**config.mk**
```make
export PLATFORM = sky130hd
export DESIGN_NAME = fifo_sync_prog
export DESIGN_NICKNAME = d
export VERILOG_FILES = /design/src/rtl/fifo_sync_prog.sv
export SDC_FILE = /design/constraint.sdc
export NUM_CORES = 1
export LEC_CHECK = 0
export CAP_MARGIN = 25
export CORE_ASPECT_RATIO = 2
export CORE_MARGIN = 4
export CORE_UTILIZATION = 40
export CTS_CLUSTER_DIAMETER = 100
export CTS_CLUSTER_SIZE = 12
export DETAILED_ROUTE_END_ITERATION = 12
export PLACE_DENSITY_LB_ADDON = 0.05
export SLEW_MARGIN = 10
export SYNTH_ARGS = -nofsm -noshare
export SYNTH_HDL_FRONTEND = slang
export SYNTH_SLANG_ARGS = --single-unit
```
**constraint.sdc**
```tcl
create_clock -name clk -period 5.15 [get_ports clk]
set_input_delay 1.03 -clock clk [delete_from_list [all_inputs] [get_ports clk]]
set_output_delay 1.03 -clock clk [all_outputs]
set_load 0.03 [all_outputs]
```
**src/rtl/fifo_sync_prog.sv**
```systemverilog
// rtl/fifo_sync_prog.sv - single-clock FIFO with registered status flags and programmable thresholds
// Define FIFO_SYNC_ERR_EN to enable sticky overflow/underflow tracking.
module fifo_sync_prog #(
  parameter int DWIDTH   = 8,
  parameter int ASIZE    = 4,
  parameter int AF_LEVEL = (1 << ASIZE) - 2,
  parameter int AE_LEVEL = 2
) (
  input  logic              clk,
  input  logic              rst,
  input  logic              winc,
  input  logic [DWIDTH-1:0] wdata,
  input  logic              rinc,
  output logic [DWIDTH-1:0] rdata,
  output logic              rvalid,
  output logic              full,
  output logic              empty,
  output logic              almost_full,
  output logic              almost_empty,
  output logic [ASIZE:0]    count,
  output logic              wen,
  output logic              ren,
  output logic              overflow,
  output logic              underflow,
  input  logic              err_clr
);

  localparam int DEPTH = 1 << ASIZE;
  localparam logic [ASIZE:0] AF_THR = (ASIZE+1)'(AF_LEVEL);
  localparam logic [ASIZE:0] AE_THR = (ASIZE+1)'(AE_LEVEL);

  logic [DWIDTH-1:0] mem [DEPTH];
  logic [ASIZE:0]    wptr, rptr;
  logic [ASIZE:0]    wptr_next, rptr_next, count_next;

  // A full FIFO still accepts a write when a read frees a slot in the same cycle.
  always_comb begin
    wen        = winc & (~full | rinc);
    ren        = rinc & ~empty;
    wptr_next  = wptr + {{ASIZE{1'b0}}, wen};
    rptr_next  = rptr + {{ASIZE{1'b0}}, ren};
    count_next = wptr_next - rptr_next;
  end

  always_ff @(posedge clk) begin
    if (rst) begin
      wptr         <= '0;
      rptr         <= '0;
      count        <= '0;
      empty        <= 1'b1;
      full         <= 1'b0;
      almost_full  <= (AF_LEVEL == 0);
      almost_empty <= 1'b1;
      rvalid       <= 1'b0;
      rdata        <= '0;
    end else begin
      wptr         <= wptr_next;
      rptr         <= rptr_next;
      count        <= count_next;
      empty        <= (wptr_next == rptr_next);
      full         <= (wptr_next[ASIZE-1:0] == rptr_next[ASIZE-1:0]) &&
                      (wptr_next[ASIZE] != rptr_next[ASIZE]);
      almost_full  <= (count_next >= AF_THR);
      almost_empty <= (count_next <= AE_THR);
      rvalid       <= ren;
      if (ren) rdata <= mem[rptr[ASIZE-1:0]];
    end
  end

  // Storage is not cleared on reset; the pointers alone define the contents.
  always_ff @(posedge clk) begin
    if (wen && !rst) mem[wptr[ASIZE-1:0]] <= wdata;
  end

`ifdef FIFO_SYNC_ERR_EN
  // A new error outranks a clear arriving in the same cycle.
  always_ff @(posedge clk) begin
    if (rst) begin
      overflow  <= 1'b0;
      underflow <= 1'b0;
    end else begin
      if (winc && !wen)  overflow <= 1'b1;
      else if (err_clr)  overflow <= 1'b0;
      if (rinc && !ren)  underflow <= 1'b1;
      else if (err_clr)  underflow <= 1'b0;
    end
  end
`else
  logic unused_err_clr;
  assign unused_err_clr = err_clr;
  assign overflow       = 1'b0;
  assign underflow      = 1'b0;
`endif

endmodule
```
* Word level (Yosys, flattened, before mapping)
Memory sizes are Yosys's and may differ from the RTL's. A register that Yosys moved wholly into a read port is not among the register bits. Cells that the tools add are included. W data, S select, Z words.
Word-level totals: memory bits (read-only) 0, output and inout bits 22, flip-flop bits (word level) 20, memories 1, logic and storage cells 27, latch bits 0, RAM bits 128
Memory list:
- mem | words 16, width 8, read ports 1, clocked after Yosys merged registers in 1, wr ports 1, RTL line 32 | logic [DWIDTH-1:0] mem [DEPTH];
Cells by class: div/mod/pow operators 0, $add $sub $neg 3, eq/ne operators 3, magnitude comparators 2, reduce and logical (&&, ||, !) cells 3, shift operators 0, multiply operators 0, muxes and demuxes 2, bitwise operators 5
Operators with widths (count):
- $add A5 B1 Y5 | 2
- $eq A5 B5 Y1 | 1
- $ge A5 B4 Y1 const B | 1
- $le A5 B2 Y1 const B | 1
- $sub A5 B5 Y5 | 1
- $eq A4 B4 Y1 | 1
- $and A1 B1 Y1 | 2
- $logic_and A1 B1 Y1 | 2
- $mux W1 | 2
- $not A1 Y1 | 2
- $logic_not A1 Y1 | 1
- $ne A1 B1 Y1 | 1
- $or A1 B1 Y1 | 1

* Longest topological paths before layout
Gate-level depths: netlist of run 1.
word-level depth 6, depth in mapped cells 13

* Least setup slack after synthesis of run 1
No wires, ideal clock.
kind input port to flip-flop, from in rinc, to reg almost_full, data required time 5020 ps, buffers on the path 2, data arrival time 3393 ps, stages 13, slack 1627 ps, cells stage by stage nand2b_1 -> buf_2 -> buf_1 -> inv_2 -> ha_1 -> ha_1 -> inv_1 -> ha_1 -> a21oi_1 -> maj3_1 -> xor2_1 -> a21boi_0 -> o22ai_1
Between the ends: elaborated cells between the ends (all ways) 7, those cells by class add/sub: 3; order compare: 1; bitwise: 3
RTL lines:
- start, declared | RTL line 13 | input logic rinc,
- $and A1 B1 Y1 | RTL line 39 | ren = rinc & ~empty;
- named net ren | RTL line 22 | output logic ren,
- $add A5 B1 Y5 | RTL line 41 | rptr_next = rptr + {{ASIZE{1'b0}}, ren};
- named net rptr_next[1] | RTL line 34 | logic [ASIZE:0] wptr_next, rptr_next, count_next;
- $sub A5 B5 Y5 | RTL line 42 | count_next = wptr_next - rptr_next;
- $ge A5 B4 Y1 | RTL line 63 | almost_full <= (count_next >= AF_THR);
- end signal, assigned | RTL line 52 | almost_full <= (AF_LEVEL == 0);
- end signal, assigned | RTL line 63
- end, declared | RTL line 18 | output logic almost_full,
The timed path passes the listed nets, and every way through them passes these cells. A chain may end at the register's enable or synchronous reset.

* Final worst setup path of run 1
from in rinc, to out wen
Between the ends: word-level cells in the longest chain between the ends 2
RTL lines:
- $or A1 B1 Y1 | RTL line 38 | wen = winc & (~full | rinc);
- $and A1 B1 Y1 | RTL line 38
- end, declared | RTL line 21 | output logic wen,
No other way between the ends.

==> flow_summary.json, run 1 <==
{
  "tritoncts": "done",
  "post-route-util_pct": 48.24,
  "fin_skew_ps": 7.556,
  "ir_worst_vdd_mv": 0.1838,
  "synthCells": 348,
  "diodes": 0,
  "ctsResizeCount": 0,
  "grt_max_degree": 35,
  "outcome": "complete, no violations",
  "dp_hpwl_um": 9179,
  "finalSetupViolCount": 0,
  "final_cell_mix": "edfxtp_1, nor2_1, mux4_2",
  "antenna_found_initial": 0,
  "grt_pass1_wl_um": 20580,
  "maxSlewViolCount": 0,
  "path_clk_slew_ps": 60,
  "hold_viol": 0,
  "die_w_um": 95.68,
  "synth-seq-area-share_pct": 71.62,
  "rsz0062_at_grt": "false",
  "power_uw": 2999,
  "endpoint_kind": "output pin",
  "grt_pass1_vias": 3394,
  "arrival_ps": 2510,
  "ys_async_sr_fraction_pct": 0,
  "grt_overflow": 0,
  "initial_core_util_pct": 41.06,
  "leakage_uw": 0.002372,
  "cp_max_fo": 3,
  "rr_worst_depth": 12,
  "clk_path_buf_depth": 2,
  "worstSetupStartpointType": "primary input",
  "rr_startpoint": "full",
  "crit_path_start": "rinc",
  "drive_gt1_share_pct": 19.75,
  "crit_type": "in -> out",
  "area_delta_synth_final_pct": 17.48,
  "p_per_area_mw_per_mm2": 415.1,
  "vias": 3112,
  "yosys_warnings": 0,
  "period_minus_slack_ps": 3545,
  "drc": 0,
  "root_buffer": "clkbuf_16",
  "ys.flop_type": "edfxtp_1",
  "gp_congestion": 0.7649,
  "port-buffer-count": 31,
  "num_rows": 63,
  "synth_area_sq_mm": 0.006150,
  "final.fill_count": 1307,
  "ant_nets": 0,
  "r2r_end": "almost_full",
  "tightest_slew_ps": 984.5,
  "die_area_sq_mm": 0.01754,
  "cts_htree_levels": 4,
  "fp.dieH_um": 183.4,
  "worstPathRequired_ps": 4120,
  "ff2ff_setup_slack_ps": 2360,
  "placed_cell_area_sq_mm": 0.006635,
  "routed_wl_um": 13500,
  "ioPinCount": 35,
  "finalNetCount": 409,
  "cts_buffers": 17,
  "syn_area_per_cell_sq_um": 17.67,
  "cts_sinks": 156,
  "postCtsSetupBuffers": 0,
  "cts_hold_buf": 0,
  "wl_per_cell_um": 22.69,
  "yosysUniqueCellTypes": 41,
  "drt_iter0_markers": 132,
  "core_sq_mm": 0.01498,
  "hold_path.class": "reg -> reg",
  "max_freq_mhz": 282.1,
  "drv_cap": 0,
  "max_slew_margin_pct": 34.13,
  "layout_commonest_cell": "edfxtp_1",
  "endpoint": "wen",
  "first_pass_iters": 4,
  "finalSetupTns_ps": 0,
  "insertion_delay_ps": 410,
  "track_usage_pct": 17.01,
  "synth-edff-count": 128,
  "synth_seq_cells": 156,
  "fin_area_sq_mm": 0.007224,
  "finalCritPeriodShare_pct": 68.83,
  "viasPerCell": 5.230
}
[metrics by stage]
step	setup WS, ps	hold WS [ps]	std cells
floorplan	1627	563.3	349
global placement	1144	476.7	562
detailed placement	1140	482.0	562
CTS	1510	499.6	594
global route	1382	540.0	595
finish	1605	496.2	595
[cells by family after synthesis]
group / count (synthesis) / share of synthesized area (%)
flops: 156 / 71.62
xor+xnor: 14 / 2.849
mux: 32 / 11.72
other cells: 1 / 0.06098
fa+ha+maj: 10 / 1.994
buf+inv: 28 / 2.625
simple gates: 66 / 4.965
compound gates: 41 / 4.171
[area by class of cell]
| cell class | instances | area (sq um) | share of cell area, % |
|---|---|---|---|
| clock buffer | 17 | 425.4 | 5.888 |
| tap | 195 | 244.0 | 3.377 |
| inverter | 8 | 30.03 | 0.4157 |
| multi-input combinational | 165 | 1593 | 22.05 |
| clock inverter | 15 | 156.4 | 2.165 |
| timing repair buffer | 39 | 370.4 | 5.126 |
| sequential | 156 | 4405 | 60.98 |
[power by group]
part	leakage, uW	switching, uW	total, uW	internal, uW
logic	0.000709	208	365	157
registers	0.00138	14.4	1410	1400
clock network	0.000281	539	1220	684
[state kept, by name, indices dropped and copies added (netlist names)]
register      cells
almost_empty      1
mem             128
rptr              5
empty             1
rvalid            1
full              1
rdata             8
almost_full       1
count             5
wptr              5
[cell usage after synthesis, drive strengths merged, types with 3 or more instances]
library cell	n	area [sq um]
nand2	5	26.27
a22oi	16	120.1
dfxtp	28	560.5
mux4	32	720.7
xnor2	5	70.08
inv	8	30.03
a21oi	17	85.08
nor2	39	146.4
nor2b	4	25.02
edfxtp	128	3844
nand2b	4	25.02
ha	9	112.6
xor2	9	105.1
nor3	4	20.02
o21ai	3	15.01
buf	17	120.1
nand3	4	20.02
clkbuf	3	11.26
[layer usage]
| metal | GRT usage (%) | up-vias | wire length [um] | share of wire (%) |
|---|---|---|---|---|
| li1 | - | 1418 | - | - |
| met1 | 17.75 | 1626 | 4768 | 35 |
| met2 | 32.40 | 54 | 8143 | 60 |
| met3 | 3.243 | 14 | 334 | 2.5 |
| met4 | 6.385 | 0 | 255 | 1.9 |
| met5 | 0 | - | 0 | 0 |
[worst min-delay path by stage]
stage,startpoint,cells past startpoint,slack (ps),endpoint
after global routing,rdata[2],2,540,rdata[2]
after global placement,rdata[4],2,480,rdata[4]
after CTS,rdata[4],2,500,rdata[4]
after floorplan,wptr[4],2,560,wptr[4]
final,rdata[2],2,500,rdata[2]
after detailed placement,rdata[4],2,480,rdata[4]
[worst max-delay path, cell delays in order]
cell and delay [ps]:
clkdlybuf4s50_1 420, o21ai_1 320, inv_1 110, clkdlybuf4s50_1 640
(Power assumes the default switching activity.)
==> run 2: changes to the inputs <==
Clock period 5.15 ns to 3.66 ns, I/O delays scaled along.
==> run 2 against run 1 <==
  * Wire length is 3.0% lower
  * Clock power is 47% higher
  * Non-clock buffer count is 14 higher
  * Register-to-register slack worse by 1400 ps
  * Global-route usage is 0.65 points lower
  * First-iteration DRC count is 32% higher
  * Count of clock-buffer cells in the layout is 4 higher
  * Critical path depth is 7 higher
  * Hold slack worse by 1.2 ps
  * Combinational power is 38% higher
  * Sequential share of layout area is 1.1 points lower
  * Utilization is 0.85 points higher
  * Largest cell class unchanged
==> flow_summary.json, run 2 (synthesized netlist as in run 1, its figures left out) <==
{
  "grt_pass1_wl_um": 20300,
  "cts_htree_levels": 4,
  "rr_worst_depth": 11,
  "ir_worst_vdd_mv": 0.3089,
  "ff2ff_setup_slack_ps": 960,
  "die_area_sq_mm": 0.01754,
  "drive_gt1_share_pct": 22.22,
  "wl_per_cell_um": 21.51,
  "tightest_slew_ps": 762.8,
  "ioPinCount": 35,
  "worstSetupStartpointType": "primary input",
  "core_sq_mm": 0.01498,
  "grt_overflow": 0,
  "drv_cap": 0,
  "routed_wl_um": 13100,
  "cts_sinks": 156,
  "arrival_ps": 3390,
  "crit_path_start": "rinc",
  "crit_path_frequent_cell": "ha_1",
  "finalCritPeriodShare_pct": 84.72,
  "insertion_delay_ps": 420,
  "final_cell_mix": "edfxtp_1, nor2_1, mux4_2",
  "drt_iter0_markers": 174,
  "worstPathRequired_ps": 3950,
  "endpoint_kind": "flop",
  "fin_skew_ps": 12.03,
  "leakage_uw": 0.002462,
  "cts_buffers": 17,
  "die_w_um": 95.68,
  "crit_chain": "clkdlybuf4s50_1 -> o21ai_1 -> inv_1 -> ha_1 -> ha_1 -> ha_1 -> a21oi_1 -> maj3_1 -> xor2_1 -> a21boi_0 -> o22ai_1",
  "area_delta_synth_final_pct": 19.55,
  "placed_cell_area_sq_mm": 0.006743,
  "num_rows": 63,
  "viasPerCell": 5.166,
  "cts_hold_buf": 0,
  "port-buffer-count": 31,
  "rsz0062_at_grt": "false",
  "max_freq_mhz": 322.5,
  "diodes": 0,
  "finalSetupTns_ps": 0,
  "fin_area_sq_mm": 0.007352,
  "period_minus_slack_ps": 3101,
  "postCtsSetupBuffers": 0,
  "grt_max_degree": 34,
  "drc": 0,
  "critical-path-top-delay-family": "adder cells",
  "path_clk_slew_ps": 70,
  "initial_core_util_pct": 41.06,
  "cp_max_fo": 3,
  "antenna_found_initial": 0,
  "outcome": "complete, no violations",
  "max_slew_margin_pct": 48.96,
  "path_buf_inv": 2,
  "hold_viol": 0,
  "tritoncts": "done",
  "fp.dieH_um": 183.4,
  "largest_reg_flops": 128,
  "gp_congestion": 0.7811,
  "hold_path.class": "reg -> reg",
  "min-delay-start": "rdata[4]",
  "vias": 3146,
  "ctsResizeCount": 0,
  "rr_startpoint": "full",
  "dp_hpwl_um": 9257,
  "grt_pass1_vias": 3438,
  "layout_commonest_cell": "edfxtp_1",
  "slowest_stage": "clkdlybuf4s50_1",
  "p_per_area_mw_per_mm2": 581.5,
  "clk_path_buf_depth": 2,
  "crit_type": "in -> reg",
  "holdPathStages": 2,
  "finalSetupViolCount": 0,
  "slowest_delay_ps": 420,
  "finalNetCount": 423,
  "maxSlewViolCount": 0,
  "path_depth": 11,
  "track_usage_pct": 16.36,
  "first_pass_iters": 4,
  "ant_nets": 0,
  "root_buffer": "clkbuf_16"
}
[run 2: cell count changes in the layout (fill, tap and decap cells not counted), sizes merged]
cell	previous run	this run
buf	8	22
clkbuf	17	21
clkinv	5	2
clkinvlp	2	1
[run 2: through the flow]
step	hold WS (ps)	setup slack (ps)	power (uW)	cells	utilization [%]
final	495.0	559.4	4275	609	49.09
after global routing	531.3	365.1	4432	609	49.09
after detailed placement	485.3	127.6	2537	577	45.02
after CTS	501.0	572.5	4329	609	49.09
after floorplan	563.3	434.9	2368	349	-
after global placement	475.2	207.6	2533	577	45.02
[run 2: tightest hold or removal path: cells and delay by family (launching register included)]
family / cells / cell delay [ps]
and+or+nand+nor: 1 / 70
DFF: 1 / 330
AOI/OAI and AO/OA: 1 / 60
[run 2: worst paths after layout]
check / endpoint
max reg2reg: almost_full
min reg2reg: rdata[4]
max: almost_full
min: rdata[4]
[run 2: per-layer routing]
metal | vias to the layer above | routed length (um) | track usage (%)
met5 | - | 0 | 0
met4 | 0 | 351 | 6.670
met3 | 19 | 336 | 3.038
met2 | 57 | 7672 | 31.01
met1 | 1618 | 4738 | 17.03
li1 | 1452 | - | -
[run 2: final cells by class]
cell class,count,area [sq um]
multi-input cells,165,1588
inverters,8,30.03
clock inverters,11,116.4
clock buffers,21,493.0
repair buffers,53,475.5
flip-flops and latches,156,4405
fillers,1314,7625
well taps,195,244.0
[run 2: where the power goes]
group	switching (uW)	internal, uW	total, uW
registers	20.2	1970	1990
logic	281	221	502
clock network	733	1060	1790
total	1030	3240	4280
==> run 3: changes to the inputs <==
Clock period 3.66 ns to 2.9 ns, I/O delays scaled along.
==> run 3 against run 2 <==
  * Sequential cell count did not move
  * Combinational power rose by 34%
  * Critical path depth rose by 1
  * Cell count rose by 3.6%
  * Via count rose by 1.0%
  * Final area rose by 2.2%
  * Count of clock-buffer cells in the layout rose by 3
  * First-iteration DRC count rose by 21%
  * Critical path type unchanged
  * Global-route usage barely moved
==> flow_summary.json, run 3 (synthesized netlist as in run 1, its figures left out) <==
{
  "cts_htree_levels": 4,
  "grt_pass1_wl_um": 19930,
  "tightest_slew_ps": 673.1,
  "track_usage_pct": 16.35,
  "final.fill_count": 1298,
  "gp_congestion": 0.7653,
  "layout_commonest_cell": "edfxtp_1",
  "endpoint": "almost_full",
  "fin_area_sq_mm": 0.007512,
  "drc": 0,
  "hold_viol": 0,
  "outcome": "complete, no violations",
  "wl_per_cell_um": 20.83,
  "postCtsSetupBuffers": 0,
  "drv_cap": 0,
  "drive_gt1_share_pct": 26.15,
  "antenna_found_initial": 0,
  "worstSetupStartpointType": "primary input",
  "cts_buffers": 17,
  "first_pass_iters": 4,
  "r2r_end": "almost_full",
  "p_per_area_mw_per_mm2": 716.1,
  "viasPerCell": 5.036,
  "busiest_layer": "met2",
  "fp.dieH_um": 183.4,
  "die_area_sq_mm": 0.01754,
  "rr_startpoint": "empty",
  "grt_pass1_vias": 3316,
  "core_sq_mm": 0.01498,
  "endpoint_kind": "flop",
  "diodes": 0,
  "finalNetCount": 445,
  "cp_max_fo": 2,
  "max_freq_mhz": 359.3,
  "largest_reg_flops": 128,
  "initial_core_util_pct": 41.06,
  "finalSetupViolCount": 0,
  "fin_ws_ps": 117.1,
  "maxSlewViolCount": 0,
  "tritoncts": "done",
  "arrival_ps": 3070,
  "ant_nets": 0,
  "placed_cell_area_sq_mm": 0.006905,
  "crit_path_start": "rinc",
  "crit_type": "in -> reg",
  "clk_path_buf_depth": 2,
  "cts_sinks": 156,
  "routed_wl_um": 13140,
  "ioPinCount": 35,
  "grtUsageMet1_pct": 17.02,
  "worstPathRequired_ps": 3190,
  "area_delta_synth_final_pct": 22.16,
  "finalCritPeriodShare_pct": 95.96,
  "drt_iter0_markers": 211,
  "finalSetupTns_ps": 0,
  "max_slew_margin_pct": 55.12,
  "met2_usage_pct": 30.79,
  "period_minus_slack_ps": 2783,
  "rsz0062_at_grt": "false",
  "post-route-util_pct": 50.16,
  "final_cell_mix": "edfxtp_1, buf_4, nor2_1",
  "hold_path.class": "reg -> reg",
  "insertion_delay_ps": 410,
  "num_rows": 63,
  "dp_hpwl_um": 9328,
  "grt_max_degree": 33,
  "place_ws_ps": -339.3,
  "grt_overflow": 0,
  "path_clk_slew_ps": 60,
  "power_uw": 5379,
  "port-buffer-count": 31,
  "vias": 3178,
  "rr_worst_depth": 11,
  "ir_worst_vdd_mv": 0.3935,
  "holdPathStages": 2,
  "root_buffer": "clkbuf_16",
  "ff2ff_setup_slack_ps": 360,
  "fin_skew_ps": 9.969,
  "leakage_uw": 0.002569,
  "use_met3_pct": 3.284,
  "die_w_um": 95.68
}
==> run 3: cell types whose count changed in the layout (fill, tap and decap cells not counted) <==
cell / change
clkbuf_1: +2
clkbuf_8: -1
nor2_1: -1
inv_8: -1
bufinv_16: -1
clkinvlp_4: -1
clkbuf_16: +2
clkinv_4: +1
nor2_2: +1
inv_6: -1
buf_4: +23
clkdlybuf4s50_1: -1
==> run 3: cell type report <==
type,count,area [sq um],share of cell area [%]
sequential,156,4405,58.64
multi-input combinational,165,1590,21.17
timing repair buffer,75,638.1,8.494
clock buffer,24,536.8,7.145
tap,195,244.0,3.248
clock inverter,8,67.56,0.8994
inverter,8,30.03,0.3997
==> run 3: routing by layer <==
metal,vias to the layer above,wire (um)
met5,-,0
met1,1621,4676
met2,52,7798
met4,0,369
met3,14,298
li1,1491,-
==> run 3: power by group <==
part / switching, uW / internal [uW]
combinational: 363 / 308
sequential: 26.6 / 2480
clock: 882 / 1320
total: 1270 / 4110
==> run 3: worst min-delay path by stage <==
stage	from	end	slack, ps
after floorplan	wptr[4]	wptr[4]	560
after global placement	rdata[5]	rdata[5]	470
after detailed placement	rdata[4]	rdata[4]	480
after CTS	rdata[6]	rdata[6]	500
after global routing	rdata[6]	rdata[6]	520
final	rdata[6]	rdata[6]	500
==> run 3: metrics by stage <==
stage                     std cells  hold slack, ps
final                           631           495.6
after global routing            631           522.6
after CTS                       631           501.6
after detailed placement        599           482.9
after global placement          599           474.0
after floorplan                 349           563.3
==> run 3: what timing repair did <==
| item | 4_1_cts | 5_1_grt |
|---|---|---|
| setup endpoints to repair | 0 | 3 |
| hold endpoints to repair | 0 | 0 |
| hold buffers | 0 | 0 |
| gates resized for setup | 0 | 1 |
==> run 3: worst max-delay path: stages <==
cell and delay (ps):
clkdlybuf4s50_1 420, nand2b_1 140, inv_2 50, ha_1 190, ha_1 320, inv_1 80
ha_1 290, a21oi_1 60, maj3_1 400, xor2_1 240, a21boi_0 210, o22ai_1 100
